[src/rtl/shift_sequencer_if.sv]
// rtl/shift_sequencer_if.sv - request/response and shifter-drive bundle for shift_sequencer
//
// Purpose: groups the controller handshake and the shifter datapath signals.
// Signals:
//   start, op[1:0], amount[3:0], value[15:0] : request from controller
//   busy, done, result[15:0]                 : status/response to controller
//   sh_in[15:0], sh_op[1:0]                  : drive to the external 1-bit shifter
//   sh_out[15:0]                             : combinational return from the shifter
// Modports: master = controller/shifter environment, slave = shift_sequencer.
interface shift_sequencer_if;
  logic        start;
  logic [1:0]  op;
  logic [3:0]  amount;
  logic [15:0] value;
  logic        busy;
  logic        done;
  logic [15:0] result;
  logic [15:0] sh_in;
  logic [1:0]  sh_op;
  logic [15:0] sh_out;

  modport master (
    output start, op, amount, value, sh_out,
    input  busy, done, result, sh_in, sh_op
  );

  modport slave (
    input  start, op, amount, value, sh_out,
    output busy, done, result, sh_in, sh_op
  );
endinterface

[src/rtl/shift_sequencer.sv]
// rtl/shift_sequencer.sv - multi-cycle sequencer stepping a 1-bit shifter 0..15 times
//
// Purpose: accepts one shift request, latches it, and loops the operand through
// the external single-bit shifter once per cycle until the count is exhausted.
// Ports:
//   clk   : clock, all state on rising edge
//   reset : synchronous active-high reset
//   bus   : shift_sequencer_if.slave (request, status, result, shifter drive)
module shift_sequencer (
  input  logic             clk,
  input  logic             reset,
  shift_sequencer_if.slave bus
);

  typedef enum logic [1:0] {
    S_IDLE  = 2'd0,
    S_SHIFT = 2'd1,
    S_DONE  = 2'd2
  } state_t;

  state_t      state_q, state_d;
  logic [15:0] acc_q, acc_d;
  logic [15:0] result_q, result_d;
  logic [1:0]  op_q, op_d;
  logic [3:0]  cnt_q, cnt_d;

  always_ff @(posedge clk) begin
    if (reset) begin
      state_q  <= S_IDLE;
      acc_q    <= 16'h0000;
      result_q <= 16'h0000;
      op_q     <= 2'b00;
      cnt_q    <= 4'd0;
    end else begin
      state_q  <= state_d;
      acc_q    <= acc_d;
      result_q <= result_d;
      op_q     <= op_d;
      cnt_q    <= cnt_d;
    end
  end

  always_comb begin
    state_d  = state_q;
    acc_d    = acc_q;
    result_d = result_q;
    op_d     = op_q;
    cnt_d    = cnt_q;
    case (state_q)
      S_IDLE: begin
        if (bus.start) begin
          acc_d = bus.value;
          op_d  = bus.op;
          cnt_d = bus.amount;
          // Nothing to shift: the operand itself is the answer.
          if (bus.amount == 4'd0 || bus.op == 2'b00) begin
            state_d  = S_DONE;
            result_d = bus.value;
          end else begin
            state_d = S_SHIFT;
          end
        end
      end
      S_SHIFT: begin
        acc_d = bus.sh_out;
        cnt_d = cnt_q - 4'd1;
        // Last step: capture the shifter output directly so result is valid in DONE.
        if (cnt_q == 4'd1) begin
          state_d  = S_DONE;
          result_d = bus.sh_out;
        end
      end
      S_DONE: begin
        state_d = S_IDLE;
      end
      default: begin
        state_d = S_IDLE;
      end
    endcase
  end

  assign bus.busy   = (state_q != S_IDLE);
  assign bus.done   = (state_q == S_DONE);
  assign bus.result = result_q;
  assign bus.sh_in  = acc_q;
  // Outside SHIFT the shifter is held in pass mode so it never consumes a step.
  assign bus.sh_op  = (state_q == S_SHIFT) ? op_q : 2'b00;

endmodule

[src/flat_wrapper.sv]
// flat-port wrapper written by rule: the top's interface ports become plain ports
module shift_sequencer_flat 
  (clk, reset, bus_start, bus_op, bus_amount, bus_value, bus_sh_out, bus_busy, bus_done, bus_result, bus_sh_in, bus_sh_op);
  shift_sequencer_if bus_i ();
  input  logic clk;
  input  logic reset;
  input wire logic [$bits(bus_i.start)-1:0] bus_start;
  input wire logic [$bits(bus_i.op)-1:0] bus_op;
  input wire logic [$bits(bus_i.amount)-1:0] bus_amount;
  input wire logic [$bits(bus_i.value)-1:0] bus_value;
  input wire logic [$bits(bus_i.sh_out)-1:0] bus_sh_out;
  output wire logic [$bits(bus_i.busy)-1:0] bus_busy;
  output wire logic [$bits(bus_i.done)-1:0] bus_done;
  output wire logic [$bits(bus_i.result)-1:0] bus_result;
  output wire logic [$bits(bus_i.sh_in)-1:0] bus_sh_in;
  output wire logic [$bits(bus_i.sh_op)-1:0] bus_sh_op;
  assign bus_i.start = bus_start;
  assign bus_i.op = bus_op;
  assign bus_i.amount = bus_amount;
  assign bus_i.value = bus_value;
  assign bus_i.sh_out = bus_sh_out;
  assign bus_busy = bus_i.busy;
  assign bus_done = bus_i.done;
  assign bus_result = bus_i.result;
  assign bus_sh_in = bus_i.sh_in;
  assign bus_sh_op = bus_i.sh_op;
  shift_sequencer u_core (.clk(clk), .reset(reset), .bus(bus_i));
endmodule
[config.mk]
export PLATFORM = sky130hd
export DESIGN_NAME = shift_sequencer_flat
export DESIGN_NICKNAME = d
export VERILOG_FILES = /design/src/rtl/shift_sequencer_if.sv /design/src/rtl/shift_sequencer.sv /design/src/flat_wrapper.sv
export SDC_FILE = /design/constraint.sdc
export NUM_CORES = 1
export LEC_CHECK = 0
export CAP_MARGIN = 20
export CORE_MARGIN = 2
export CORE_UTILIZATION = 35
export DETAILED_ROUTE_END_ITERATION = 16
export HOLD_SLACK_MARGIN = 0.08
export PLACE_DENSITY = 0.74
export SLEW_MARGIN = 5
export SYNTH_ARGS = -nofsm -noshare
export SYNTH_HDL_FRONTEND = slang
export SYNTH_SLANG_ARGS = --single-unit
[constraint.sdc]
create_clock -name clk -period 1.6 [get_ports clk]
set_clock_uncertainty 0.2 [all_clocks]
set_input_delay 0.4 -clock clk [delete_from_list [all_inputs] [get_ports clk]]
set_output_delay 0.4 -clock clk [all_outputs]
set_load 0.005 [all_outputs]
==> Yosys cells after proc, flatten, opt, wreduce, memory -nomap -nowiden <==
Index checks and enable logic that the tools add are counted.
{ "word_totals": {"register_bits": 40, "input_bits": 41, "out_inout_bits": 36} }
{ "classes": {"addsub": 1, "n_eq_ne": 6, "muxes": 13, "reduce_logical": 10} }
{ "op_table": {"columns": ["op", "n"], "rows": [
  ["16-bit 2-to-1 mux", 4],
  ["16-bit case mux with 2 select lines", 2],
  ["2-bit 2-to-1 mux", 4],
  ["4-bit case mux with 2 select lines", 1],
  ["2-bit AND reduction", 3],
  ["4-bit by 1-bit equality test with 1-bit output (second input constant)", 1],
  ["2-bit logical NOT", 2],
  ["4-bit logical NOT", 1],
  ["4-bit 2-to-1 mux", 1],
  ["2-bit by 1-bit inequality test with 1-bit output (second input constant)", 2],
  ["2-bit case mux with 2 select lines", 1],
  ["4-bit AND reduction", 1],
  ["2-bit nonzero test", 2],
  ["4-bit by 1-bit subtractor with 4-bit output (second input constant)", 1],
  ["2-bit by 1-bit equality test with 1-bit output (second input constant)", 1],
  ["2-bit equality test (second input constant)", 1],
  ["2-bit inequality test (second input constant)", 1],
  ["1-bit logical OR", 1]
]} }

==> Logic depth before layout (Yosys ltp) <==
Gate-level depths: netlist of the first run.
{ "logic_depth": {"word_depth": 5, "ltp_mapped": 7, "ltp_nobuf": 5} }

==> Least setup slack after synthesis of the first run <==
No wires, ideal clock.
{ "synth_path": {"path_type": "input to register", "startpoint": "input port bus_amount[0]", "endpoint": "register u_core.result_q[0], in the netlist u_core.bus.result[0]", "setup_time_ns": 0.145, "arrival_ns": 1.335, "slack_ns": -0.080, "cell_stages": 5, "n_path_buf": 1, "path_cell_list": "nor4_1 o21ai_2 nand2_2 buf_4 a221oi_2"} }
{ "synth_between": {"elab_chain_cells": 4} }
{ "synth_lines": {"columns": ["element", "line", "text"], "rows": [
  ["start, declared", "flat_wrapper.sv:9", "input wire logic [$bits(bus_i.amount)-1:0] bus_amount;"],
  ["4-bit logical NOT", "shift_sequencer.sv:56", "if (bus.amount == 4'd0 || bus.op == 2'b00) begin"],
  ["1-bit logical OR", "shift_sequencer.sv:56", null],
  ["2-bit by 1-bit inequality test with 1-bit output (no line)", null, null],
  ["4-bit AND reduction (no line)", null, null],
  ["end signal, assigned", "shift_sequencer.sv:37", "result_q <= result_d;"],
  ["end, declared", "shift_sequencer.sv:23", "logic [15:0] result_q, result_d;"]
]} }
Every way passes these cells.
A chain may end at the register's enable or synchronous reset.

==> Worst setup path in the final report of the first run <==
{ "layout_path": {"startpoint": "register u_core.state_q[1]", "endpoint": "output port bus_sh_op[0]"} }
{ "layout_between": {"elab_chain_cells": 2} }
{ "layout_lines": {"columns": ["element", "line", "text"], "rows": [
  ["start, declared", "shift_sequencer.sv:21", "state_t state_q, state_d;"],
  ["start signal, assigned", "shift_sequencer.sv:35", "state_q <= state_d;"],
  ["2-bit by 1-bit equality test with 1-bit output", "shift_sequencer.sv:87", "assign bus.sh_op = (state_q == S_SHIFT) ? op_q : 2'b00;"],
  ["2-bit 2-to-1 mux", "shift_sequencer.sv:87", null],
  ["end, declared", "flat_wrapper.sv:16", "output wire logic [$bits(bus_i.sh_op)-1:0] bus_sh_op;"]
]} }
Every way passes these cells.

==> results of run 1 <==
[routing by layer]
layer | up-vias | share of wire (%) | GRT usage (%) | wire length, µm
li1 | 905 | - | - | -
met1 | 902 | 40 | 21.99 | 2473
met2 | 71 | 52 | 32.37 | 3183
met3 | 12 | 6.2 | 5.026 | 382
met4 | 0 | 2.1 | 8.772 | 127
met5 | - | 0 | 0 | 0
[flip-flops by register name, summed over array words and instances, names as in the netlist]
name and cells:
u_core.op_q 2, u_core.state_q 2, u_core.bus.sh_in 16, u_core.bus.result 16
u_core.cnt_q 4
[placed cells by master, fill, tap and decap left out, types with 2 or more instances in the layout]
master,netlist,routed
dlygate4sd2_1,0,39
dfxtp_1,40,35
clkdlybuf4s50_1,0,32
buf_6,3,23
nor2_1,38,18
mux2i_4,0,16
a221oi_2,10,16
nor2_2,0,14
a211oi_2,0,12
buf_4,3,11
nand2_1,11,8
a21oi_1,8,7
nor2_4,0,6
clkbuf_8,0,6
buf_12,0,6
dfxtp_2,0,5
nand2_4,0,4
a211oi_1,16,4
buf_2,2,4
inv_1,3,3
nand3_1,2,2
ha_1,2,2
clkbuf_1,5,2
buf_16,0,2
clkbuf_16,0,2
[area by class of cell]
| class | instances | area (µm²) | area share [%] |
|---|---|---|---|
| multi-input combinational | 127 | 1338 | 37.18 |
| sequential | 40 | 807.0 | 22.43 |
| timing repair buffer | 120 | 1264 | 35.13 |
| inverter | 3 | 11.26 | 0.3130 |
| tap | 70 | 87.58 | 2.435 |
| clock buffer | 8 | 90.09 | 2.504 |
[report_power, final]
group | total (mW) | internal, mW | switching [mW]
Sequential | 1.17 | 1.10 | 0.0677
Combinational | 1.12 | 0.632 | 0.490
Clock | 0.689 | 0.352 | 0.337
Total | 2.98 | 2.08 | 0.895
[worst min-delay path: stages, from the launching register on]
cell	delay, ns
dfxtp_1	0.31
nand2_1	0.05
a21oi_1	0.05
[worst max path at each step]
stage | endpoint | slack [ns] | startpoint
3_3_place_gp | u_core.bus.result[11] | -0.42 | bus_amount[0]
4_1_cts | bus_sh_op[0] | -0.11 | u_core.state_q[1]
2_1_floorplan | u_core.bus.result[0] | 0.01 | bus_amount[0]
5_1_grt | bus_sh_op[0] | -0.18 | u_core.state_q[1]
3_5_place_dp | u_core.bus.result[6] | -0.46 | bus_amount[0]
6_report | bus_sh_op[0] | -0.16 | u_core.state_q[1]
[cells by family after synthesis]
kind of cell | after synthesis | share of synthesized area [%]
and+or+nand+nor | 61 | 14.84
AOI/OAI and AO/OA | 47 | 23.23
muxes | 17 | 9.517
DFF | 40 | 44.79
adders and majority gates | 2 | 1.399
buffers and inverters | 17 | 6.228
[repair_timing]
item                                    CTS  global route
resized for setup                       117            71
pin swaps                                14            31
gates cloned                              4             3
endpoints found under the setup margin   66            40
setup buffers                            11             9
==> results_dict.tcl, run 1 <==
set metrics [dict create \
    status "finished, violations left" \
    violations "negative setup slack" \
    cp_cell_sequence "buf_6, nor2b_4, and2_4, buf_6" \
    synth_edf_count 0 \
    start_kind "flop" \
    cts_tree "built" \
    post_drt_wl_per_cell_um 16.76 \
    reg2reg_depth 7 \
    ys_types 31 \
    fmax_ghz 0.5692 \
    max_stage_delay_ns 0.34 \
    reg2reg_to "u_core.bus.result[10]" \
    clock_sinks 40 \
    finalSetupTns_ns -2.520 \
    antennaDiodeCount 0 \
    layout-drive-gt1-share_pct 45.97 \
    grt_use_total_pct 18.89 \
    rsz0062_at_grt "yes" \
    fin_hold_ws_ns 0.2609 \
    fillers 375 \
    timing.critical_path.buf_inv 2 \
    synthTopCellsByCount "40 x dfxtp_1, 38 x nor2_1, 17 x mux2i_1" \
    dieWidth_um 75.48 \
    whs_endpoint "u_core.op_q[0]" \
    cp-end-kind "output port" \
    grt_overflow 0 \
    cp.depth 4 \
    io_pins 77 \
    worstMarginPinSlew_ns 0.2909 \
    crit_arrival_ns 1.16 \
    async_reset_ff_share_pct 0 \
    grt_pass1_vias 1700 \
    drc 0 \
    yosysSeqAreaShare_pct 44.79 \
    powerDensity_nw_per_um2 828.5 \
    relSlewSlack_pct 80.46 \
    timing.final.ws_setup_ns -0.1569 \
    crit_family "flip-flops" \
    die_area_um2 5696 \
    ctsHtreeMaxLevel 2 \
    yosysTopAreaCellShare_pct 44.79 \
    die_y_um 75.48 \
    num_rows 26 \
    grt_pass1_wl_mm 8.135 \
    dpl_worst_slack_ns -0.4563 \
    hold_class "reg2reg" \
    syn2layout_area_growth_pct 101.2 \
    place_inst 335 \
    start_util_pct 35.69 \
    yosysMostFrequentCell "dfxtp_1" \
    post-route-period-util_pct 109.8 \
    regToRegStartpoint "u_core.state_q[1]" \
    drt-initial-drc-count 90 \
    fin_util_pct 71.80 \
    routed_wl_mm 6.167 \
    p_leak_nw 1.437 \
    dp_hpwl_mm 3.382 \
    cts-root-buf "clkbuf_8" \
    post_dp_cell_area_um2 2740 \
    min_from "u_core.op_q[0]" \
    numCtsBuffers 5 \
    final_area_um2 3597 \
    synth_nets 227 \
    synth_cells 184 \
    cts_hold_buf 0 \
    hold_viol 0 \
    ir_drop_mv 0.4403 \
    cts.path.max_buffers 2 \
    viasPerCell 5.136 \
    path_clk_slew_ns 0.08 \
    setup_viol 37 \
    hold_path_depth 2 \
    antenna_found_initial 0 \
    final_nets 340 \
    ff2ff_setup_slack_ns -0.11 \
    ys_ff_latch 40 \
    clock_latency_ns 0.29 \
    ys.flop_type "dfxtp_1" \
    port_buffers 76 \
    power_mw 2.980 \
    critPathMaxFanout 3 \
    cpMostUsedCell "buf_6" \
    synth_area_leaders "dfxtp_1 45%, mux2i_1 9.5%, a221oi_2 8.4%, nor2_1 8.0%, a211oi_1 6.7%" \
    syn_area_um2 1788 \
    min_period_ns 1.757 \
    drv_cap 0 \
    core_area_um2 5010 \
    ant_nets 0 \
    ys_warn_count 0 \
    fin_cells 368 \
    required_ns 1.00 \
    crit_slowest_cell "dfxtp_2" \
    place.gp.congestion 0.8707 \
    critPathKind "reg2out" \
    yosys.area.top_type "dfxtp_1" \
    grt_max_degree 41 \
    maxSlewViolCount 0 \
    syn_avg_cell_area_um2 9.717 \
    vias 1890 \
    dr.pass1.iters 4 \
]
Power figures use the tool's default switching activity.
==> run 2, diff against run 1 <==
--- a/config.mk
+++ b/config.mk
@@ -11,6 +11,7 @@
 export DETAILED_ROUTE_END_ITERATION = 16
 export HOLD_SLACK_MARGIN = 0.08
 export PLACE_DENSITY = 0.74
+export SKIP_CTS_REPAIR_TIMING = 1
 export SLEW_MARGIN = 5
 export SYNTH_ARGS = -nofsm -noshare
 export SYNTH_HDL_FRONTEND = slang
==> run 2 against run 1 <==
  * The run still ends with negative setup slack left
  * Clock-buffer cell count is the same
  * Sequential share of layout area grew 2.1 points
  * Sequential power is essentially flat
  * Core utilization fell by 5.6 points
  * Clock power is 1% lower
  * Sequential cell count did not move
  * Design area shrank 7.8%
  * Routed wire length is 12% lower
  * Critical path depth shrank 1
  * Critical path type unchanged
  * Critical endpoint unchanged
  * Largest cell class is now non-clock buffers
==> results_dict.tcl, run 2 (same netlist as run 1, synthesis figures left out) <==
set metrics [dict create \
    final_nets 324 \
    met2_usage_pct 26.38 \
    cts-root-buf "clkbuf_8" \
    clock_latency_ns 0.29 \
    cp-end-kind "output port" \
    p_seq_share_pct 41.7 \
    num_rows 26 \
    fin_hold_ws_ns 0.2234 \
    violations "negative setup slack" \
    grt_util_met3_pct 4.365 \
    worstMarginPinSlew_ns 0.3166 \
    dr.pass1.iters 4 \
    p_switching_uw 787.6 \
    grt-busiest-layer "met2" \
    ctsHtreeMaxLevel 2 \
    grt_pass1_vias 1475 \
    cts_tree "built" \
    core_area_um2 5010 \
    powerDensity_nw_per_um2 835.0 \
    p_sw_share_pct 28.45 \
    place.gp.congestion 0.8707 \
    post_drt_wl_per_cell_um 15.41 \
    grt_pass1_wl_mm 7.003 \
    rsz0062_at_grt "yes" \
    power_frac_comb_pct 33.8 \
    crit_arrival_ns 1.04 \
    die_area_um2 5696 \
    ir_drop_mv 0.5267 \
    start_util_pct 35.69 \
    met1_usage_pct 20.21 \
    critPathMaxFanout 3 \
    required_ns 1.00 \
    numCtsBuffers 5 \
    grt_overflow 0 \
    port_buffers 76 \
    finalSetupTns_ns -0.1275 \
    fillers 416 \
    relSlewSlack_pct 78.29 \
    path_clk_slew_ns 0.07 \
    mostFrequentLayoutCells "39 x dlymetal6s2s_1, 35 x nor2_1, 33 x dfxtp_1" \
    die_y_um 75.48 \
    hold_class "in2reg" \
    start_kind "flop" \
    dieWidth_um 75.48 \
    routed_wl_mm 5.424 \
    post-route-period-util_pct 102.4 \
    dp_hpwl_mm 3.382 \
    antennaDiodeCount 0 \
    drc 0 \
    mostFrequentLayoutCell "dlymetal6s2s_1" \
    hold_viol 0 \
    p_leak_nw 1.714 \
    min_period_ns 1.639 \
    setup_viol 4 \
    fmax_ghz 0.6102 \
    fin_util_pct 66.18 \
    vias 1801 \
    grt_use_total_pct 16.30 \
    clock_sinks 40 \
    syn2layout_area_growth_pct 85.44 \
    io_pins 77 \
    cts.path.max_buffers 2 \
    drt-initial-drc-count 78 \
    grt_max_degree 41 \
    p_int_mw 1.981 \
    antenna_found_initial 0 \
    status "finished, violations left" \
    maxSlewViolCount 0 \
    layout-drive-gt1-share_pct 31.91 \
    clockPowerShare_pct 24.6 \
    ant_nets 0 \
    timing.final.ws_setup_ns -0.03889 \
    viasPerCell 5.116 \
    drv_cap 0 \
    critPathKind "reg2out" \
]
-- run 2: power groups by stage --
stage	Sequential [mW]	Clock, mW	Combinational, mW
floorplan	1.18	0	0.338
global placement	1.17	0	0.736
detailed placement	1.17	0	0.745
CTS	1.15	0.698	0.751
global route	1.17	0.727	1.00
finish	1.15	0.680	0.935
-- run 2: per-layer routing --
| metal | wire length, µm | share of wire, % |
|---|---|---|
| met5 | 0 | 0 |
| met4 | 88 | 1.6 |
| met3 | 399 | 7.4 |
| met2 | 2707 | 50 |
| met1 | 2228 | 41 |
-- run 2: critical path: stages (launching register included) --
cell	delay, ns
dfxtp_2	0.34
nor2b_4	0.17
and2_1	0.13
clkbuf_2	0.10
-- run 2: stage by stage --
stage	power, mW	cells	cell area [µm²]	setup WS, ns
6_report	2.768	352	3316	-0.03889
5_1_grt	2.896	352	3316	-0.1042
4_1_cts	2.601	343	2830	-0.4514
3_5_place_dp	1.920	335	2740	-0.4563
3_3_place_gp	1.909	335	2740	-0.4223
2_1_floorplan	1.522	184	1805	0.01071
-- run 2: path summary, 6_finish.rpt --
check                          from                  end  cells after the start  slack (ns)
hold / removal            bus_op[0]       u_core.op_q[0]                      3        0.22
setup / recovery  u_core.state_q[0]         bus_sh_op[0]                      3       -0.04
setup reg to reg  u_core.state_q[1]  u_core.bus.sh_in[7]                      6        0.02
hold reg to reg      u_core.op_q[0]       u_core.op_q[0]                      2        0.26
-- run 2: final cells by class --
cell class                 count  area (µm²)  share of cell area, %
tap                           70       87.58                  2.642
inverter                       3       11.26                 0.3396
sequential                    40       812.0                  24.49
clock buffer                   8       90.09                  2.717
multi-input combinational    127        1135                  34.23
timing repair buffer         104        1180                  35.58
